`config.mk`:
```
export PLATFORM = sky130hd
export DESIGN_NAME = lif_neuron
export DESIGN_NICKNAME = d
export VERILOG_FILES = /design/src/rtl/lif_neuron.sv
export SDC_FILE = /design/constraint.sdc
export NUM_CORES = 1
export LEC_CHECK = 0
export ABC_CLOCK_PERIOD_IN_PS = 10050
export CAP_MARGIN = 10
export CELL_PAD_IN_SITES_DETAIL_PLACEMENT = 1
export CELL_PAD_IN_SITES_GLOBAL_PLACEMENT = 1
export CORE_MARGIN = 2
export CORE_UTILIZATION = 29
export DETAILED_ROUTE_END_ITERATION = 8
export PLACE_DENSITY = 0.7
export SYNTH_ARGS = -nofsm -noshare
export SYNTH_HDL_FRONTEND = slang
export SYNTH_SLANG_ARGS = --single-unit
```
`constraint.sdc`:
```
create_clock -name clk -period 10.05 [get_ports clk]
set_input_delay 1.5075 -clock clk [delete_from_list [all_inputs] [get_ports clk]]
set_output_delay 1.5075 -clock clk [all_outputs]
set_load 0.02 [all_outputs]
```
`src/rtl/lif_neuron.sv`:
```
// Leaky integrate-and-fire neuron: accumulates gated synaptic currents, leaks once
// per timestep tick, and fires and enters a refractory period when the membrane crosses threshold.
module lif_neuron #(
  parameter int N_SYN      = 3,
  parameter int WW         = 16,
  parameter int VW         = 24,
  parameter int THRESH     = 1000,
  parameter int V_RESET    = 0,
  parameter int LEAK_SHIFT = 4,
  parameter int REFRAC     = 2
) (
  input  logic                       clk,
  input  logic                       rst_n,
  input  logic [N_SYN-1:0][WW-1:0]   syn_in,
  input  logic                       in_valid,
  output logic                       in_ready,
  input  logic                       tick,
  output logic                       spike_out,
  output logic signed [VW-1:0]       v_mem,
  output logic                       refractory,
  output logic [15:0]                spike_count
);

  typedef enum logic {INTEGRATE, REFRACT} state_t;

  // Sum width holds every input plus the membrane without overflow before clamping.
  localparam int SW = ((VW > WW) ? VW : WW) + $clog2(N_SYN + 1) + 1;
  localparam int RW = (REFRAC > 0) ? $clog2(REFRAC + 1) : 1;

  localparam logic signed [SW-1:0] VMAX     = {{(SW-VW+1){1'b0}}, {(VW-1){1'b1}}};
  localparam logic signed [SW-1:0] VMIN     = {{(SW-VW+1){1'b1}}, {(VW-1){1'b0}}};
  localparam logic signed [VW-1:0] THRESH_V = VW'(THRESH);
  localparam logic signed [VW-1:0] VRST_V   = VW'(V_RESET);

  state_t                state_q, state_d;
  logic [RW-1:0]         cnt_q, cnt_d;
  logic signed [VW-1:0]  v_q, v_d;
  logic                  spike_q, spike_d;
  logic [15:0]           count_q, count_d;
  logic                  ready_q;

  logic signed [SW-1:0]  term, acc, vext, sum;
  logic signed [VW-1:0]  sat, va, leaked;
  logic                  accept;

  // NOTE: every always_comb output gets a default first so no path can infer a latch.
  always_comb begin
    acc = '0;
    term = '0;
    for (int i = 0; i < N_SYN; i++) begin
      term = {{(SW-WW){syn_in[i][WW-1]}}, syn_in[i]};
      acc  = acc + term;
    end
    vext = {{(SW-VW){v_q[VW-1]}}, v_q};
    sum  = acc + vext;
    if (sum > VMAX)      sat = VMAX[VW-1:0];
    else if (sum < VMIN) sat = VMIN[VW-1:0];
    else                 sat = sum[VW-1:0];

    accept = in_valid && ready_q;
    // Input is applied before the leak when accept and tick coincide.
    va     = (accept && state_q == INTEGRATE) ? sat : v_q;
    leaked = va - (va >>> LEAK_SHIFT);

    state_d = state_q;
    cnt_d   = cnt_q;
    v_d     = v_q;
    spike_d = 1'b0;
    count_d = count_q;

    case (state_q)
      INTEGRATE: begin
        if (tick) begin
          if (leaked >= THRESH_V) begin
            v_d     = VRST_V;
            spike_d = 1'b1;
            count_d = count_q + 16'd1;
            if (REFRAC != 0) begin
              state_d = REFRACT;
              cnt_d   = RW'(REFRAC);
            end
          end else begin
            v_d = leaked;
          end
        end else begin
          v_d = va;
        end
      end
      REFRACT: begin
        // Accepted inputs are dropped here; only ticks advance the counter.
        if (tick) begin
          cnt_d = cnt_q - 1'b1;
          if (cnt_q == RW'(1)) state_d = INTEGRATE;
        end
      end
      default: state_d = INTEGRATE;
    endcase
  end

  // NOTE: sequential state uses non-blocking assignments so all registers update together.
  always_ff @(posedge clk) begin
    if (!rst_n) begin
      state_q <= INTEGRATE;
      cnt_q   <= '0;
      v_q     <= '0;
      spike_q <= 1'b0;
      count_q <= '0;
      ready_q <= 1'b0;
    end else begin
      state_q <= state_d;
      cnt_q   <= cnt_d;
      v_q     <= v_d;
      spike_q <= spike_d;
      count_q <= count_d;
      ready_q <= 1'b1;
    end
  end

  assign in_ready    = ready_q;
  assign spike_out   = spike_q;
  assign v_mem       = v_q;
  assign refractory  = (state_q == REFRACT);
  assign spike_count = count_q;

endmodule

```
==> run metrics <==
Ant. Diodes 0; final core occ 0.364; outcome complete, no violations; kind of critical path in -> reg; top cell types by occurrence after synthesis 133 x sky130_fd_sc_hd__inv_1, 83 x sky130_fd_sc_hd__a21oi_1, 54 x sky130_fd_sc_hd__nand2_1; Remaining Overflow, GRT 0; type of the worst min-delay path reg -> reg; detailed router's first-iteration violation count 384; GP Congestion 0.885; Die X-Extent 157 µm; dominant cell by count in the synthesized netlist sky130_fd_sc_hd__inv_1; Max Cap Violations 0; Required @ worst endpoint 10.24 ns; number of slew-limit violations in the final report 0; DRC Markers 0; count of vias placed by the detailed router 6,896; final-report hold violation count 0; slew at the pin closest to its max-slew limit 0.896 ns; count of TritonRoute iterations in the first routing pass 5; primary flip-flop cell chosen by synthesis mapping sky130_fd_sc_hd__dfxtp_1; final setup margin 0.687 ns; placed cells 1,269; Std-Cell Core Area 22,800 µm²; maximum achievable frequency 107 MHz; number of global-route vias before repair 7,167; setup repair after global routing missed its margin no; TritonCTS Buffers 5; Die Y 157 µm; synth top area cells sky130_fd_sc_hd__dfxtp_1 13%, sky130_fd_sc_hd__fa_1 12%, sky130_fd_sc_hd__ha_1 8.7%, sky130_fd_sc_hd__inv_1 7.4%, sky130_fd_sc_hd__a21oi_1 6.1%; Slew HR 0.399; flops & latches, synth 45; maximum clock insertion buffer count 2; DRT Wirelength 23.0 mm; Warnings, synthesis 0; root buffer selected by CTS sky130_fd_sc_hd__clkbuf_16; top cell type's share of synthesized area 0.133; sequential cell area 901 µm²; Cell variety after synth 87; io pins 95; cell count after synthesis 881; post-synthesis sequential area ratio 0.133; share of cells above drive strength 1 0.0695; vias per inst 5.40; sum of net half-perimeters after detailed placement 19.0 mm; starting density of the core 0.297; clock latency on the worst-skew pair 0.30 ns; Setup WS pre-CTS 0.0551 ns; portion of the clock cycle consumed by the worst path in the final layout 0.932; num rows 55; Critical Path End Type flip-flop; area growth from synthesis to layout 22.4%; layout filler cell count 2,785; clock edge transition at the registers on the reported setup and hold paths 0.07 ns; Worst Skew 0.0125 ns; worst-path fanout max 25; setup TNS 0 ns; syn nets 1,021; number of standard cells in the final layout excluding fillers 1,277; Antenna Nets Post-Route 0; area used by multi-input combinational logic 5250 µm²; number of antenna violations at the first check in global routing 0; average wire per standard cell 18.0 µm; largest area contributor in the netlist sky130_fd_sc_hd__dfxtp_1; CP peak stage delay 0.56 ns; largest net degree at the start of global routing 27; die outline area 24,600 µm²; global-route wire length before repair 37.6 mm; maximum level of the CTS H-tree 2; cell with the biggest individual delay on the critical path sky130_fd_sc_hd__fa_1; kind of launch point of the worst setup path primary input; setup-violating endpoint count in the final report 0; arrival time reported for the critical path endpoint 9.56 ns; overall track demand over capacity in global routing 0.190; total number of clock tree sinks 45; Post-Synthesis Mean Instance Area 7.68 µm²; CTS tree built; count of flip-flops with a built-in enable after synthesis 0; Netlist Area Pre-Place 6770 µm²; fraction of registers with async set/reset 0; final critical path time including I/O delays and setup 9.36 ns; Post-layout nets 1,103; count of input and output buffers 94
[worst paths after layout]
| check | startpoint | end | slack, ns | cells after the start |
|---|---|---|---|---|
| worst max-delay path | syn_in[1] | v_mem[0]$_SDFFE_PN0N_ | 0.69 | 36 |
| worst min-delay path | spike_count[4]$_SDFFE_PN0P_ | spike_count[4]$_SDFFE_PN0P_ | 0.50 | 2 |
| worst max register to register | v_mem[7]$_SDFFE_PN0N_ | v_mem[0]$_SDFFE_PN0N_ | 2.43 | 27 |
| worst min register to register | spike_count[4]$_SDFFE_PN0P_ | spike_count[4]$_SDFFE_PN0P_ | 0.50 | 2 |
[cell type report]
cell class	count	share of cell area
Clock buffer	5	0.0151
Clock inverter	3	0.00574
Inverter	134	0.0607
Multi-Input combinational cell	668	0.634
Sequential cell	45	0.109
Tap cell	313	0.0473
Timing Repair Buffer	109	0.129
[flip-flops by register name (all words and copies together) (netlist names)]
| name | cells |
|---|---|
| cnt_q | 2 |
| in_ready | 1 |
| refractory | 1 |
| spike_count | 16 |
| spike_out | 1 |
| v_mem | 24 |
[per-stage QoR]
stage	hold slack (ns)	cell area (µm²)
after floorplan	0.455	6770
after global placement	0.474	8090
after detailed placement	0.482	8090
after CTS	0.498	8260
after global routing	0.518	8290
final	0.500	8290
[layer usage]
metal / vias up / GRT usage / part of all wire
met2: 154 / 0.326 / 0.48
met3: 23 / 0.0305 / 0.042
li1: 3332 / - / -
met4: 0 / 0.0376 / 0.017
met5: - / 0 / 0
met1: 3387 / 0.251 / 0.46
[critical path: cells and delay by family]
kind / cells / cell delay [ns]
AO/OA/AOI/OAI: 13 / 2.95
adder cells (fa/ha/maj): 6 / 2.29
buffers and inverters: 6 / 1.00
multiplexers: 1 / 0.14
AND/OR/NAND/NOR: 10 / 1.64
[cell usage in the layout (no fill, tap or decap), types with 15 or more instances in the layout]
| cell | synthesis | final |
|---|---|---|
| sky130_fd_sc_hd__clkdlybuf4s50_1 | 0 | 94 |
| sky130_fd_sc_hd__nand2_1 | 54 | 54 |
| sky130_fd_sc_hd__fa_1 | 41 | 41 |
| sky130_fd_sc_hd__ha_1 | 47 | 47 |
| sky130_fd_sc_hd__nor2_1 | 41 | 41 |
| sky130_fd_sc_hd__and3_1 | 16 | 16 |
| sky130_fd_sc_hd__dfxtp_1 | 45 | 45 |
| sky130_fd_sc_hd__o21ai_0 | 51 | 51 |
| sky130_fd_sc_hd__a21oi_1 | 83 | 80 |
| sky130_fd_sc_hd__nand3_1 | 17 | 17 |
| sky130_fd_sc_hd__xnor2_1 | 26 | 26 |
| sky130_fd_sc_hd__inv_1 | 133 | 133 |
| sky130_fd_sc_hd__a21o_1 | 20 | 20 |
| sky130_fd_sc_hd__nor3_1 | 15 | 15 |
| sky130_fd_sc_hd__o22ai_1 | 18 | 18 |
[what timing repair did]
item,CTS,global route
resized for setup,0,7
setup endpoints to repair,0,38
hold endpoints to repair,0,0
setup buffers,0,0
hold buffers,0,0
[logic make-up after synthesis]
kind of cell	count (synthesis)	share of synthesized area
muxes	6	0.00924
AOI/OAI and AO/OA	307	0.315
DFF	45	0.133
and+or+nand+nor	218	0.172
buffers and inverters	168	0.0950
xor gates and xnor gates	41	0.0553
adders and majority gates	96	0.220
Power is left out: the tool's default activity adds up to more than one toggle a clock period on the data nets, which glitch-free logic cannot reach.
